### src/rtl/jt10_adpcm_rom_if.sv
// ---------------------------------------------------------------------------
// jt10_adpcm_rom_if
// External byte-wide ROM read port shared by the ADPCM-A and ADPCM-B
// channels of the YM2610 core.
//
// Signals:
//   mem_addr [24:0]  read address, bit 24 selects the region (0 = A, 1 = B)
//   mem_rd           read request, held high until acknowledged
//   mem_ok           one-cycle acknowledge, mem_din is valid in that cycle
//   mem_din  [7:0]   returned byte
//
// Modports:
//   master  the arbiter (drives address/request, receives data/ack)
//   slave   the memory  (receives address/request, drives data/ack)
// ---------------------------------------------------------------------------
interface jt10_adpcm_rom_if;
  logic [24:0] mem_addr;
  logic        mem_rd;
  logic        mem_ok;
  logic [7:0]  mem_din;

  modport master (output mem_addr, output mem_rd, input mem_ok, input mem_din);
  modport slave  (input mem_addr, input mem_rd, output mem_ok, output mem_din);
endinterface

### src/rtl/jt10_adpcm_rom.sv
// ---------------------------------------------------------------------------
// jt10_adpcm_rom
// Arbitrates the two ADPCM ROM read ports of the jt10 core onto a single
// external byte-wide memory port. The core's free-running address/roe_n
// strobes are turned into discrete read requests; the returned bytes are
// held stable for the core until the next fetch of the same channel.
// An optional one-entry tag per channel drops refetches of an address that
// was already the last completed fetch of that channel.
//
// Parameters:
//   CACHE         1 = drop triggers that hit the channel tag, 0 = always fetch
//
// Ports:
//   rst           asynchronous active-high reset
//   clk           clock, rising edge
//   adpcma_addr   ADPCM-A byte address (20 bits)
//   adpcma_bank   ADPCM-A bank (4 bits)
//   adpcma_roe_n  ADPCM-A ROM output enable, active-low
//   adpcmb_addr   ADPCM-B byte address (24 bits)
//   adpcmb_roe_n  ADPCM-B ROM output enable, active-low
//   adpcma_data   last byte fetched for channel A
//   adpcmb_data   last byte fetched for channel B
//   busy          high while a memory request is outstanding
//   mem           external memory port (master side)
// ---------------------------------------------------------------------------
module jt10_adpcm_rom #(
  parameter int CACHE = 1
) (
  input  logic                      rst,
  input  logic                      clk,
  input  logic [19:0]               adpcma_addr,
  input  logic [3:0]                adpcma_bank,
  input  logic                      adpcma_roe_n,
  input  logic [23:0]               adpcmb_addr,
  input  logic                      adpcmb_roe_n,
  output logic [7:0]                adpcma_data,
  output logic [7:0]                adpcmb_data,
  output logic                      busy,
  jt10_adpcm_rom_if.master          mem
);

  typedef enum logic {
    IDLE,
    BUSY
  } state_t;

  state_t      state;

  logic        cache_en;
  logic [23:0] cur_a;
  logic [23:0] prev_addr_a;
  logic [23:0] prev_addr_b;
  logic        prev_roe_n_a;
  logic        prev_roe_n_b;

  logic        pend_a;
  logic        pend_b;
  logic [23:0] tag_a;
  logic [23:0] tag_b;
  logic        tagv_a;
  logic        tagv_b;
  logic [23:0] req_tag;
  logic        owner_b;
  logic        last_b;
  logic        hold_off;

  logic        trig_a;
  logic        trig_b;
  logic        hit_a;
  logic        hit_b;
  logic        set_a;
  logic        set_b;
  logic        go;
  logic        pick_b;

  assign cache_en = (CACHE != 0);
  assign cur_a    = {adpcma_bank, adpcma_addr};

  // Trigger detection and arbitration decision.
  // A channel asks for a byte when its output enable is active and either it
  // has just become active or the address moved since the previous cycle.
  // A trigger that matches the channel tag is dropped because the data output
  // already holds that byte. When both channels are pending, the one that was
  // not served last wins, so the arbitration alternates under contention.
  // hold_off keeps the FSM in IDLE for one full cycle after every acknowledge,
  // which gives the memory side a guaranteed gap between requests.
  always_comb begin
    trig_a = ~adpcma_roe_n & (prev_roe_n_a | (cur_a != prev_addr_a));
    trig_b = ~adpcmb_roe_n & (prev_roe_n_b | (adpcmb_addr != prev_addr_b));
    hit_a  = cache_en & tagv_a & (cur_a == tag_a);
    hit_b  = cache_en & tagv_b & (adpcmb_addr == tag_b);
    set_a  = trig_a & ~hit_a;
    set_b  = trig_b & ~hit_b;
    go     = (state == IDLE) & ~hold_off & (pend_a | pend_b);
    pick_b = pend_b & (~pend_a | ~last_b);
  end

  // Main sequential block: input history, pending flags, the IDLE/BUSY FSM,
  // the memory request registers and the per-channel data/tag registers.
  // The pending flag of a channel is set by a trigger and cleared when that
  // channel is picked; if both happen on the same edge the set wins, so an
  // address that changes while its own read is in flight is fetched again
  // once the current read completes. The request address comes from the
  // registered address, i.e. the newest address the channel presented.
  always_ff @(posedge clk or posedge rst) begin
    if (rst) begin
      state        <= IDLE;
      prev_addr_a  <= 24'd0;
      prev_addr_b  <= 24'd0;
      prev_roe_n_a <= 1'b1;
      prev_roe_n_b <= 1'b1;
      pend_a       <= 1'b0;
      pend_b       <= 1'b0;
      tag_a        <= 24'd0;
      tag_b        <= 24'd0;
      tagv_a       <= 1'b0;
      tagv_b       <= 1'b0;
      req_tag      <= 24'd0;
      owner_b      <= 1'b0;
      last_b       <= 1'b1;
      hold_off     <= 1'b0;
      adpcma_data  <= 8'd0;
      adpcmb_data  <= 8'd0;
      busy         <= 1'b0;
      mem.mem_addr <= 25'd0;
      mem.mem_rd   <= 1'b0;
    end else begin
      prev_addr_a  <= cur_a;
      prev_addr_b  <= adpcmb_addr;
      prev_roe_n_a <= adpcma_roe_n;
      prev_roe_n_b <= adpcmb_roe_n;
      hold_off     <= 1'b0;

      pend_a <= set_a | (pend_a & ~(go & ~pick_b));
      pend_b <= set_b | (pend_b & ~(go & pick_b));

      case (state)
        IDLE: begin
          if (go) begin
            owner_b    <= pick_b;
            mem.mem_rd <= 1'b1;
            busy       <= 1'b1;
            state      <= BUSY;
            if (pick_b) begin
              mem.mem_addr <= {1'b1, prev_addr_b};
              req_tag      <= prev_addr_b;
            end else begin
              mem.mem_addr <= {1'b0, prev_addr_a};
              req_tag      <= prev_addr_a;
            end
          end
        end
        BUSY: begin
          if (mem.mem_ok) begin
            if (owner_b) begin
              adpcmb_data <= mem.mem_din;
              tag_b       <= req_tag;
              tagv_b      <= 1'b1;
            end else begin
              adpcma_data <= mem.mem_din;
              tag_a       <= req_tag;
              tagv_a      <= 1'b1;
            end
            last_b     <= owner_b;
            mem.mem_rd <= 1'b0;
            busy       <= 1'b0;
            hold_off   <= 1'b1;
            state      <= IDLE;
          end
        end
        default: begin
          state <= IDLE;
        end
      endcase
    end
  end

endmodule

### src/flat_wrapper.sv
// flat-port wrapper written by rule: the top's interface ports become plain ports
module jt10_adpcm_rom_flat 
#(
  parameter int CACHE = 1
)
  (rst, clk, adpcma_addr, adpcma_bank, adpcma_roe_n, adpcmb_addr, adpcmb_roe_n, adpcma_data, adpcmb_data, busy, mem_mem_addr, mem_mem_rd, mem_mem_ok, mem_mem_din);
  jt10_adpcm_rom_if mem_i ();
  input  logic rst;
  input  logic clk;
  input  logic [19:0] adpcma_addr;
  input  logic [3:0] adpcma_bank;
  input  logic adpcma_roe_n;
  input  logic [23:0] adpcmb_addr;
  input  logic adpcmb_roe_n;
  output logic [7:0] adpcma_data;
  output logic [7:0] adpcmb_data;
  output logic busy;
  output wire logic [$bits(mem_i.mem_addr)-1:0] mem_mem_addr;
  output wire logic [$bits(mem_i.mem_rd)-1:0] mem_mem_rd;
  input wire logic [$bits(mem_i.mem_ok)-1:0] mem_mem_ok;
  input wire logic [$bits(mem_i.mem_din)-1:0] mem_mem_din;
  assign mem_mem_addr = mem_i.mem_addr;
  assign mem_mem_rd = mem_i.mem_rd;
  assign mem_i.mem_ok = mem_mem_ok;
  assign mem_i.mem_din = mem_mem_din;
  jt10_adpcm_rom #(.CACHE(CACHE)) u_core (.rst(rst), .clk(clk), .adpcma_addr(adpcma_addr), .adpcma_bank(adpcma_bank), .adpcma_roe_n(adpcma_roe_n), .adpcmb_addr(adpcmb_addr), .adpcmb_roe_n(adpcmb_roe_n), .adpcma_data(adpcma_data), .adpcmb_data(adpcmb_data), .busy(busy), .mem(mem_i));
endmodule
### config.mk
export PLATFORM = sky130hd
export DESIGN_NAME = jt10_adpcm_rom_flat
export DESIGN_NICKNAME = d
export VERILOG_FILES = /design/src/rtl/jt10_adpcm_rom_if.sv /design/src/rtl/jt10_adpcm_rom.sv /design/src/flat_wrapper.sv
export SDC_FILE = /design/constraint.sdc
export NUM_CORES = 1
export LEC_CHECK = 0
export CORE_MARGIN = 2
export CORE_UTILIZATION = 25
export CTS_CLUSTER_DIAMETER = 200
export DETAILED_ROUTE_END_ITERATION = 7
export GPL_ROUTABILITY_DRIVEN = 0
export MAX_ROUTING_LAYER = met4
export PLACE_DENSITY = 0.49
export RECOVER_POWER = 50
export SYNTH_ARGS = -nofsm -noshare
export SYNTH_HDL_FRONTEND = slang
export SYNTH_SLANG_ARGS = --single-unit
### constraint.sdc
create_clock -name clk -period 7.33 [get_ports clk]
set_input_delay 0.733 -clock clk [delete_from_list [all_inputs] [get_ports clk]]
set_output_delay 0.733 -clock clk [all_outputs]
set_load 0.02 [all_outputs]
### Word-level counts from Yosys, hierarchy flattened

Cells that the tools add are included.

| word-level totals | value |
|---|---|
| bits of input ports | 61 |
| bits in registers | 172 |
| logic and storage cells | 71 |
| output and inout port bits | 43 |

| operators by class | value |
|---|---|
| reduce and logical (&&, ||, !) cells | 5 |
| equality and inequality tests | 6 |
| multiplexer cells | 10 |
| bitwise operators | 31 |

Operators by type and width:

| kind | number |
|---|---|
| equality test 24 bit | 2 |
| != test 24 bit | 2 |
| 2-to-1 mux 25 bit | 1 |
| 2-to-1 mux 24 bit | 1 |
| AND 1 bit | 13 |
| NOT 1 bit | 12 |
| 2-to-1 mux 1 bit | 6 |
| OR 1 bit | 6 |
| AND reduction 2 bit | 3 |
| AND reduction 3 bit | 2 |
| one-hot mux 1 bit (2 select lines) | 2 |
| != test 2 x 1 -> 1 bit (second input constant) | 1 |
| != test 2 bit (second input constant) | 1 |

### Longest topological paths before layout

Gate-level depths: netlist (run 1).

| depth | value |
|---|---|
| word-level depth | 8 |
| depth in mapped cells | 6 |
| gate-level depth less buffers | 5 |

### Least setup slack after synthesis (run 1)

Ideal clock, no wire load.

| timing | value |
|---|---|
| path kind | in2reg |
| from | input mem_mem_ok |
| to | register u_core.adpcma_data[0] |
| arrival time | 1.572 ns |
| required time | 7.205 ns |
| buffers on the path | 2 |
| setup slack | 5.633 ns |
| stages | 5 |
| library setup time | 0.125 ns |
| cells stage by stage | nand2_2 -> or2_1 -> buf_6 -> buf_12 -> mux2_4 |

| on the way | value |
|---|---|
| longest elaborated chain between the ends | 1 |

Ends and longest elaborated chain:

| what | RTL line | source |
|---|---|---|
| from (decl) | flat_wrapper.sv:20 | `input wire logic [$bits(mem_i.mem_ok)-1:0] mem_mem_ok;` |
| AND reduction 3 bit (no line) | - |  |
| to (signal assigned) | jt10_adpcm_rom.sv:160 | `adpcma_data <= mem.mem_din;` |
| to (decl) | jt10_adpcm_rom.sv:36 | `output logic [7:0] adpcma_data,` |

No other way between the ends.
A chain may end at the register's enable or synchronous reset.

==> results by group, run 1 <==
Worst setup path
  – R2r setup slk: 4.20 ns
  – CP Launch Point: rst
  – Critical Path Source Type: input port
  – Endpoint arrival time on the critical path: 4.03 ns
  – CP endpoint: u_core.tag_a[6]$_DFFE_PP0P_
  – FF-to-FF path depth: 4
  – Setup CP Type: in -> async
  – Worst EP required: approximately 7.7 ns
  – R2r startpoint: u_core.state$_DFF_PP0_
  – Crit end category: asynchronous set/reset pin
  – RR Endpoint: u_core.tag_a[12]$_DFFE_PP0P_
  – Worst-path fanout max: just over 80

GRT
  – Tot GR Track Use: 0.145
  – Vias in the first global route: 4281
  – First-pass GRT wire length: roughly 27000 um
  – Largest net degree at the start of global routing: 84
  – Initial antenna violation count: 0
  – Remaining global-route overflow: 0

Synthesis
  – Top FF cell, synth: dfrtp_1
  – Post-Syn Area: 6190 um^2
  – EDFF count, synth: 0
  – Syn Nets: 494
  – Post-synth top area share: 0.582
  – Synth Area in XOR/XNOR: 0.136
  – Post-Synth Adder-Cell Area: 0
  – Biggest area consumer among synthesized cells: dfrtp_1
  – Main combinational cell family by area after synthesis: XOR/XNOR gates
  – Post-synthesis async set-or-reset flop share: 1.00
  – Cells after Synth: 433
  – Sequential share of the synthesized area: 0.595
  – Mux cell area share after synthesis: 0.134
  – Synth cell types: 34
  – Synth Area in Compound Gates: 0.0473
  – Yosys reg bits: around 150
  – Syn. warnings: 0
  – Syn_area_per_cell: 14.3 um^2
  – Top post-synthesis cells by count: 144 x dfrtp_1, 53 x xnor2_1, 43 x xor2_1
  – Main area contributors after synthesis: dfrtp_1 58%, xnor2_1 7.5%, mux2_4 7.0%
  – Synth Area in Simple Gates: 0.0487
  – Count leader, synth: dfrtp_1

Detailed routing
  – Via count: between 3000 and 4000
  – Detail Route Antenna Nets: 0
  – DRC Markers: 0
  – Drt pass-1 iters: 7
  – Drt via density: 4.40
  – 1st-iter DRT viols: 303
  – Total Routed Length: 17500 um
  – Drt wl/cell: between 15 and 20 um

STA
  – Fin. Hold Viols: 0
  – Clock skew: 0.0108 ns
  – Fin crit period: 3.64 ns
  – Worst Tran Pin Value: ~3 ns
  – Final hold slack: between 0.4 and 0.5 ns
  – RSZ-0062 raised after global routing: no
  – Final setup viols: 0
  – FMAX: 275 MHz
  – Period utilisation layout: 0.496
  – Post-route setup TNS: 0 ns
  – Max-slew violations: 129
  – Relative slew slack: -0.954

Die
  – Die Footprint: 26000 um^2
  – Initial Util: 0.254
  – # IOs: 104
  – # rows: 57
  – Core Footprint: 24300 um^2
  – DIE WIDTH: 161 um
  – Chip Height: 161 um

Power
  – Sequential power share: 0.384
  – Cell Pwr Density: 423 nW/um^2
  – Pint: around 0.0022 W
  – Combinational Power Share: 0.342
  – Pleak: 3.39 nW
  – Clk pwr share: 0.274
  – Sw frac: 0.344
  – Net Switching: 0.00117 W
  – Maximum VDD drop: between 100 and 150 uV

Clock tree
  – Reg clk slew, reported paths: 0.06 ns
  – CTS H-Tree Depth: 4
  – Post-CTS Hold Fix Bufs: 0
  – Clock Path Buffers: 2
  – TritonCTS clock tree: built
  – Postcts setup bufs: 0
  – Skew-Pair Late Insertion Delay: 0.43 ns
  – CTS Buf Count: 17
  – Root Driver: clkbuf_16
  – Post-CTS Resized: 0
  – Sink Count: 147

Min path
  – Hold Crit Start: u_core.tagv_b$_DFFE_PP0P_
  – Hold WC Path Type: reg -> reg

Status
  – Failing checks: capacitance limit, slew limit
  – Outcome: finished, violations left

Final layout
  – # diodes: 0
  – Nets: roughly 600
  – Layout area overhead: 30.1%
  – Layout cell share with drive strength beyond 1: 0.124
  – Filler cell count: approximately 2400

Placed design
  – Port Buffer Count: 103
  – HPWL Detailed: 12400 um

Flow run
  – Max Cap Violations: 3
## per-stage QoR
step,power [W],worst slack [ns],instances,area [um^2],utilization
2_1_floorplan,0.00209,2.65,433,6190,-
3_3_place_gp,0.00258,4.58,847,7530,0.310
3_5_place_dp,0.00261,4.53,847,7530,0.310
4_1_cts,0.00356,4.96,879,8160,0.336
5_1_grt,0.00359,3.09,879,8050,0.331
6_report,0.00340,3.69,879,8050,0.331
## registers in the layout, indices dropped and copies added (netlist names), 2 cells and up
signal / cells
u_core.req_tag: 23
u_core.tag_a: 24
u_core.prev_addr_b: 24
u_core.mem.mem_addr: 2
u_core.adpcma_data: 8
u_core.adpcmb_data: 8
u_core.prev_addr_a: 24
u_core.tag_b: 24
## cells in the final DEF, fill, tap and decap left out, types with 5 or more instances in the layout
cell | Yosys | final
dlygate4sd3_1 | 0 | 68
inv_1 | 26 | 26
xor2_1 | 43 | 43
clkinvlp_4 | 0 | 5
mux2_2 | 27 | 27
clkdlybuf4s50_1 | 0 | 35
nand4_1 | 16 | 16
dfrtp_1 | 144 | 144
nor4_1 | 12 | 12
clkbuf_16 | 0 | 17
a222oi_1 | 24 | 24
mux2_1 | 8 | 35
nand2_1 | 4 | 6
xnor2_1 | 53 | 53
## kinds of logic after synthesis
logic type / count (synthesis)
flops: 147
xor+xnor: 96
mux: 64
simple gates: 52
buf+inv: 43
compound gates: 31
## power groups by stage
| stage | logic, W | registers (W) | clock network, W |
|---|---|---|---|
| floorplan | 0.000691 | 0.00140 | 0 |
| global placement | 0.00126 | 0.00132 | 0 |
| detailed placement | 0.00128 | 0.00133 | 0 |
| CTS | 0.00129 | 0.00132 | 0.000951 |
| global route | 0.00126 | 0.00135 | 0.000987 |
| finish | 0.00116 | 0.00131 | 0.000931 |
## layout make-up
| cell class | instances | area [um^2] | area share |
|---|---|---|---|
| clock buffer | 20 | 457 | 0.0568 |
| clock inverter | 12 | 180 | 0.0224 |
| inverter | 27 | 103 | 0.0128 |
| multi-input combinational | 243 | 2170 | 0.270 |
| sequential | 147 | 3680 | 0.458 |
| tap | 324 | 405 | 0.0504 |
| timing repair buffer | 106 | 1050 | 0.130 |
## worst max-delay path, stage by stage
cell	delay, ns
dlygate4sd3_1	0.55
clkinvlp_2	1.64
buf_4	1.04
## worst min path at each step
stage / endpoint / slack, ns / cells after the start
floorplan: u_core.tagv_a$_DFFE_PP0P_ / 0.43 / 1
global placement: u_core.tagv_b$_DFFE_PP0P_ / 0.45 / 1
detailed placement: u_core.tagv_a$_DFFE_PP0P_ / 0.46 / 1
CTS: u_core.tagv_a$_DFFE_PP0P_ / 0.48 / 1
global route: u_core.tagv_a$_DFFE_PP0P_ / 0.49 / 1
finish: u_core.tagv_b$_DFFE_PP0P_ / 0.48 / 1
## layer usage
layer  part of all wire  GRT usage  wire, um  vias up
met4             0.0079     0.0292       138        0
met1               0.48      0.196      8310     2006
met5                  0          -         0        -
met2               0.47      0.220      8180      108
li1                   -          -         -     1743
met3              0.048     0.0393       840       12
Power figures use the tool's default switching activity.
==> inputs of run 2 (changes only) <==
clock period = 3.7 ns   (was 7.33 ns; I/O delays follow)
==> run 2 against run 1 <==
The flow still finishes with violations (capacitance limit, slew limit). Largest cell class unchanged. Sequential cell count stayed put. Largest power group unchanged. Die area unchanged. Critical endpoint is now u_core.tag_a[10]$_DFFE_PP0P_. Final area is 2.0% higher. Routed wire length down 0.37%.
==> results by group, run 2 (same netlist as run 1, synthesis figures left out) <==
Power
  – Pleak: 3.54 nW (was 3.39 nW)
  – Maximum VDD drop: 375 uV (was 142 uV)
  – Total power draw: 0.00703 W (was 0.00340 W)
  – Cell Pwr Density: 856 nW/um^2 (was 423 nW/um^2)

Placed design
  – DP Worst Slack: 1.33 ns (was 4.53 ns)
  – Placed cells: 850 (was 847)
  – Port Buffer Count: 103 (unchanged)
  – HPWL Detailed: 12400 um (about the same)

Final layout
  – # diodes: 0 (unchanged)
  – Filler cell count: 2365 (was 2392)
  – Commonest cells after routing, fill and taps aside: 144 x dfrtp_1, 53 x xnor2_1, 52 x clkdlybuf4s50_1 (was 144 x dfrtp_1, 68 x dlygate4sd3_1, 53 x xnor2_1)
  – Area of the multi-input gates: 2250 um^2 (was 2170 um^2)
  – Nets: 606 (was 603)
  – Commonest non-fill, non-tap cell in the layout: dfrtp_1 (unchanged)
  – Layout area overhead: 32.7% (was 30.1%)
  – Sequential Area: 3680 um^2 (unchanged)
  – Layout cell share with drive strength beyond 1: 0.174 (was 0.124)
  – Non-Filler Instances: 881 (was 879)
  – Post-route core utilization: 0.338 (was 0.331)

Detailed routing
  – 1st-iter DRT viols: 260 (was 303)
  – Drt pass-1 iters: 8 (was 7)
  – DRC Markers: 0 (unchanged)
  – Detail Route Antenna Nets: 0 (unchanged)
  – Total Routed Length: 17400 um (was 17500 um)
  – Via count: 3863 (was 3869)
  – Drt via density: 4.38 (was 4.40)
  – Drt wl/cell: 19.8 um (was 19.9 um)

Clock tree
  – Clock Path Buffers: 2 (unchanged)
  – Root Driver: clkbuf_16 (unchanged)
  – Skew-Pair Late Insertion Delay: 0.41 ns (was 0.43 ns)
  – CTS H-Tree Depth: 4 (unchanged)
  – Sink Count: 147 (unchanged)
  – Post-CTS Resized: 0 (unchanged)
  – Post-CTS Hold Fix Bufs: 0 (unchanged)
  – Postcts setup bufs: 0 (unchanged)
  – CTS Buf Count: 17 (unchanged)
  – Reg clk slew, reported paths: 0.06 ns (about the same)
  – TritonCTS clock tree: built (unchanged)

STA
  – Final setup viols: 0 (unchanged)
  – Fin. Hold Viols: 0 (unchanged)
  – Worst Tran Pin Value: 2.11 ns (was 2.91 ns)
  – Post-layout worst setup margin: 1.46 ns (was 3.69 ns)
  – Post-route setup TNS: 0 ns (unchanged)
  – Period utilisation layout: 0.606
  – FMAX: 446 MHz
  – Fin crit period: 2.24 ns
  – Max-slew violations: 41 (was 129)
  – RSZ-0062 raised after global routing: no (unchanged)
  – Clock skew: 0.00850 ns (was 0.0108 ns)
  – Relative slew slack: -0.418 (was -0.954)

GRT
  – Met3 usage: 0.0352 (was 0.0393)
  – Vias in the first global route: 4378 (was 4281)
  – Grt peak-use layer: met2 (unchanged)
  – First-pass GRT wire length: 26700 um (was 26900 um)
  – M1 GR Usage: 0.191 (was 0.196)
  – Largest net degree at the start of global routing: 47 (was 84)
  – Tot GR Track Use: 0.143 (was 0.145)
  – Initial antenna violation count: 0 (unchanged)
  – Met2 GRT Util: 0.217 (was 0.220)
  – Remaining global-route overflow: 0 (unchanged)

Status
  – Outcome: finished, violations left (unchanged)
  – Failing checks: capacitance limit, slew limit (unchanged)

Die
  – Core Footprint: 24300 um^2 (unchanged)
  – # rows: 57 (unchanged)
  – DIE WIDTH: 161 um (unchanged)
  – Die Footprint: 26000 um^2 (unchanged)
  – Initial Util: 0.254 (unchanged)
  – # IOs: 104 (unchanged)
  – Chip Height: 161 um (unchanged)

Min path
  – Hold Crit Start: u_core.tagv_b$_DFFE_PP0P_ (unchanged)
  – Hold WC Path Type: reg -> reg (unchanged)

Flow run
  – Max Cap Violations: 1 (was 3)

Worst setup path
  – Worst EP required: 4.00 ns (was 7.72 ns)
  – Slowest CP cell: buf_4 (was clkinvlp_2)
  – Critical Path Source Type: flop (was input port)
  – CP max stage delay: 0.62 ns (was 1.64 ns)
  – CP Launch Point: u_core.state$_DFF_PP0_ (was rst)
  – Crit end category: flop (was asynchronous set/reset pin)
  – Endpoint arrival time on the critical path: 2.54 ns (was 4.03 ns)
  – CP cell instances: nand2_1, or2_0, buf_4, mux2_4 (was dlygate4sd3_1, clkinvlp_2, buf_4)
  – Worst-path fanout max: 27 (was 83)
  – R2r startpoint: u_core.state$_DFF_PP0_ (unchanged)
  – Setup CP Type: reg -> reg (was in -> async)
## run 2: power by group
| group | internal [W] | switching (W) | total, W |
|---|---|---|---|
| Sequential | 0.00215 | 0.000450 | 0.00260 |
| Combinational | 0.00128 | 0.00120 | 0.00248 |
| Clock | 0.00130 | 0.000657 | 0.00195 |
| Total | 0.00472 | 0.00231 | 0.00703 |
## run 2: per-layer routing
| layer | vias up | part of all wire | wire length (um) |
|---|---|---|---|
| met4 | 0 | 0.014 | 248 |
| met5 | - | 0 | 0 |
| met1 | 1978 | 0.47 | 8220 |
| met2 | 116 | 0.46 | 8080 |
| li1 | 1752 | - | - |
| met3 | 17 | 0.049 | 854 |
## run 2: area by class of cell
cell class	count	share of cell area
Sequential cell	147	0.448
Inverter	27	0.0125
Clock buffer	21	0.0561
Tap cell	324	0.0494
Multi-Input combinational cell	243	0.275
Clock inverter	10	0.0248
Timing Repair Buffer	109	0.134
## run 2: critical path, delay by kind of cell, from the launching register on
kind | cells | cell delay (ns)
AND/OR/NAND/NOR | 2 | 0.69
multiplexers | 1 | 0.35
flip-flops | 1 | 0.44
buffers and inverters | 1 | 0.62
## run 2: through the flow
| stage | hold WS, ns | cell area (um^2) |
|---|---|---|
| after global placement | 0.451 | 7570 |
| after global routing | 0.505 | 8210 |
| after detailed placement | 0.452 | 7570 |
| after CTS | 0.440 | 8230 |
| after floorplan | 0.374 | 6190 |
| final | 0.471 | 8210 |
## run 2: path summary, 6_finish.rpt
| kind | to | slack [ns] | cells after the start |
|---|---|---|---|
| max | u_core.tag_a[10]$_DFFE_PP0P_ | 1.46 | 4 |
| min | u_core.tagv_b$_DFFE_PP0P_ | 0.47 | 1 |
| max reg2reg | u_core.tag_a[10]$_DFFE_PP0P_ | 1.46 | 4 |
| min reg2reg | u_core.tagv_b$_DFFE_PP0P_ | 0.47 | 1 |
| max in group asynchronous | u_core.prev_addr_b[11]$_DFF_PP0_ | 1.65 | 3 |
| min in group asynchronous | u_core.prev_addr_b[22]$_DFF_PP0_ | 1.00 | 2 |
==> inputs of run 3 (changes only) <==
clock period = 2.3 ns   (was 3.7 ns; I/O delays follow)
==> run 3 against run 2 <==
The flow now finishes without violations. Final area grew 0.75%. Total power is 61% higher. Sequential share of layout area fell by 0.33 points. Combinational power is 66% higher. Worst setup slack worse by 0.96 ns. Global-route usage rose by 0.13 points. Count of clock-buffer cells in the layout fell by 2. Critical endpoint is now u_core.tag_a[19]$_DFFE_PP0P_. Largest power group unchanged. Highest routed layer unchanged.
==> results by group, run 3 (same netlist as run 1, synthesis figures left out) <==
Detailed routing
  – Drt pass-1 iters: 7 (was 8)
  – 1st-iter DRT viols: 302 (was 260)
  – Drt wl/cell: 19.6 um (was 19.8 um)
  – Detail Route Antenna Nets: 0 (unchanged)
  – DRC Markers: 0 (unchanged)
  – Via count: 3919 (was 3863)
  – Drt via density: 4.39 (was 4.38)
  – Total Routed Length: 17500 um (was 17400 um)

Clock tree
  – Post-CTS Resized: 0 (unchanged)
  – Root Driver: clkbuf_16 (unchanged)
  – Postcts setup bufs: 0 (unchanged)
  – Skew-Pair Late Insertion Delay: 0.42 ns (was 0.41 ns)
  – CTS H-Tree Depth: 4 (unchanged)
  – Post-CTS Hold Fix Bufs: 0 (unchanged)
  – CTS Buf Count: 17 (unchanged)
  – Clock Path Buffers: 2 (unchanged)
  – TritonCTS clock tree: built (unchanged)
  – Sink Count: 147 (unchanged)
  – Reg clk slew, reported paths: 0.06 ns (about the same)

Final layout
  – Nets: 616 (was 606)
  – Layout cell share with drive strength beyond 1: 0.201 (was 0.174)
  – # diodes: 0 (unchanged)
  – Layout area overhead: 33.7% (was 32.7%)
  – Commonest non-fill, non-tap cell in the layout: dfrtp_1 (unchanged)
  – Commonest cells after routing, fill and taps aside: 144 x dfrtp_1, 53 x xnor2_1, 52 x clkdlybuf4s50_1 (unchanged)
  – Design Area, Final: 8270 um^2 (was 8210 um^2)

Power
  – Sequential power share: 0.367 (was 0.370)
  – Cell Pwr Density: 1370 nW/um^2 (was 856 nW/um^2)
  – Sw frac: 0.333 (was 0.328)
  – Pint: 0.00756 W (was 0.00472 W)
  – Maximum VDD drop: 466 uV (was 375 uV)
  – Pleak: 3.59 nW (was 3.54 nW)
  – Combinational Power Share: 0.363 (was 0.352)
  – Clk pwr share: 0.269 (was 0.278)
  – Net Switching: 0.00378 W (was 0.00231 W)
  – Total power draw: 0.0113 W (was 0.00703 W)

Die
  – # rows: 57 (unchanged)
  – Core Footprint: 24300 um^2 (unchanged)
  – Die Footprint: 26000 um^2 (unchanged)
  – Chip Height: 161 um (unchanged)
  – # IOs: 104 (unchanged)
  – DIE WIDTH: 161 um (unchanged)
  – Initial Util: 0.254 (unchanged)

STA
  – Period utilisation layout: 0.782 (was 0.606)
  – Clock skew: 0.0107 ns (was 0.00850 ns)
  – Max-slew violations: 0 (was 41)
  – Fin crit period: 1.80 ns (was 2.24 ns)
  – Fin. Hold Viols: 0 (unchanged)
  – RSZ-0062 raised after global routing: no (unchanged)
  – FMAX: 556 MHz (was 446 MHz)
  – Post-route setup TNS: 0 ns (unchanged)
  – Relative slew slack: 0.341 (was -0.418)
  – Final setup viols: 0 (unchanged)
  – Worst Tran Pin Value: 0.983 ns (was 2.11 ns)

GRT
  – Vias in the first global route: 4298 (was 4378)
  – Initial antenna violation count: 0 (unchanged)
  – Tot GR Track Use: 0.145 (was 0.143)
  – Remaining global-route overflow: 0 (unchanged)
  – First-pass GRT wire length: 26800 um (was 26700 um)
  – Largest net degree at the start of global routing: 50 (was 47)

Flow run
  – Max Cap Violations: 0 (was 1)

Worst setup path
  – Worst EP required: 2.60 ns (was 4.00 ns)
  – Crit end category: flop (unchanged)
  – Worst-path fanout max: 25 (was 27)
  – Endpoint arrival time on the critical path: 2.10 ns (was 2.54 ns)
  – Setup CP Type: reg -> reg (unchanged)
  – Critical Path Source Type: flop (unchanged)

Placed design
  – HPWL Detailed: 12800 um (was 12400 um)
  – Port Buffer Count: 103 (unchanged)
  – Dpl cell area: 7660 um^2 (was 7570 um^2)

Status
  – Outcome: complete, no violations (was finished, violations left)

Min path
  – Hold WC Path Type: in -> reg (was reg -> reg)
[run 3: area by class of cell]
type	instances	area [um^2]
flip-flops and latches	147	3680
well taps	324	405
repair buffers	119	1170
fillers	2365	16000
clock inverters	13	203
clock buffers	19	443
inverters	27	103
multi-input cells	243	2260
[run 3: final timing paths]
path | to | cells past startpoint | slack, ns | from
max | u_core.tag_a[19]$_DFFE_PP0P_ | 4 | 0.50 | u_core.state$_DFF_PP0_
min | u_core.state$_DFF_PP0_ | 2 | 0.41 | mem_mem_ok
max reg2reg | u_core.tag_a[19]$_DFFE_PP0P_ | 4 | 0.50 | u_core.state$_DFF_PP0_
min reg2reg | u_core.tagv_a$_DFFE_PP0P_ | 1 | 0.48 | u_core.tagv_a$_DFFE_PP0P_
max in group asynchronous | u_core.req_tag[14]$_DFFE_PP0P_ | 3 | 0.63 | rst
min in group asynchronous | u_core.prev_addr_b[7]$_DFF_PP0_ | 2 | 0.45 | rst
[run 3: worst max-delay path, cell delays in order, from the launching register on]
cell     delay, ns
dfrtp_1       0.43
nand2_1       0.15
or2_2         0.48
buf_12        0.26
mux2_4        0.32
[run 3: through the flow]
| stage | worst slack [ns] | std cells | hold WS (ns) | utilization |
|---|---|---|---|---|
| 3_3_place_gp | 0.224 | 860 | 0.452 | 0.315 |
| 3_5_place_dp | 0.222 | 860 | 0.453 | 0.315 |
| 5_1_grt | 0.330 | 892 | 0.405 | 0.340 |
| 6_report | 0.501 | 892 | 0.407 | 0.340 |
| 4_1_cts | 0.511 | 892 | 0.242 | 0.341 |
| 2_1_floorplan | 0.225 | 433 | 0.234 | - |
[run 3: routing by layer]
metal  GRT usage  up-vias  wire length [um]
met4      0.0519        0               311
met5           -        -                 0
met2       0.218      110              8110
met1       0.193     2006              8290
met3      0.0313       19               793
li1            -     1784                 -
[run 3: power groups by stage]
stage	sequential [W]	combinational (W)	clock, W
final	0.00416	0.00412	0.00305
after CTS	0.00417	0.00421	0.00313
after global placement	0.00419	0.00415	0
after detailed placement	0.00421	0.00418	0
after global routing	0.00429	0.00442	0.00324
after floorplan	0.00446	0.00220	0
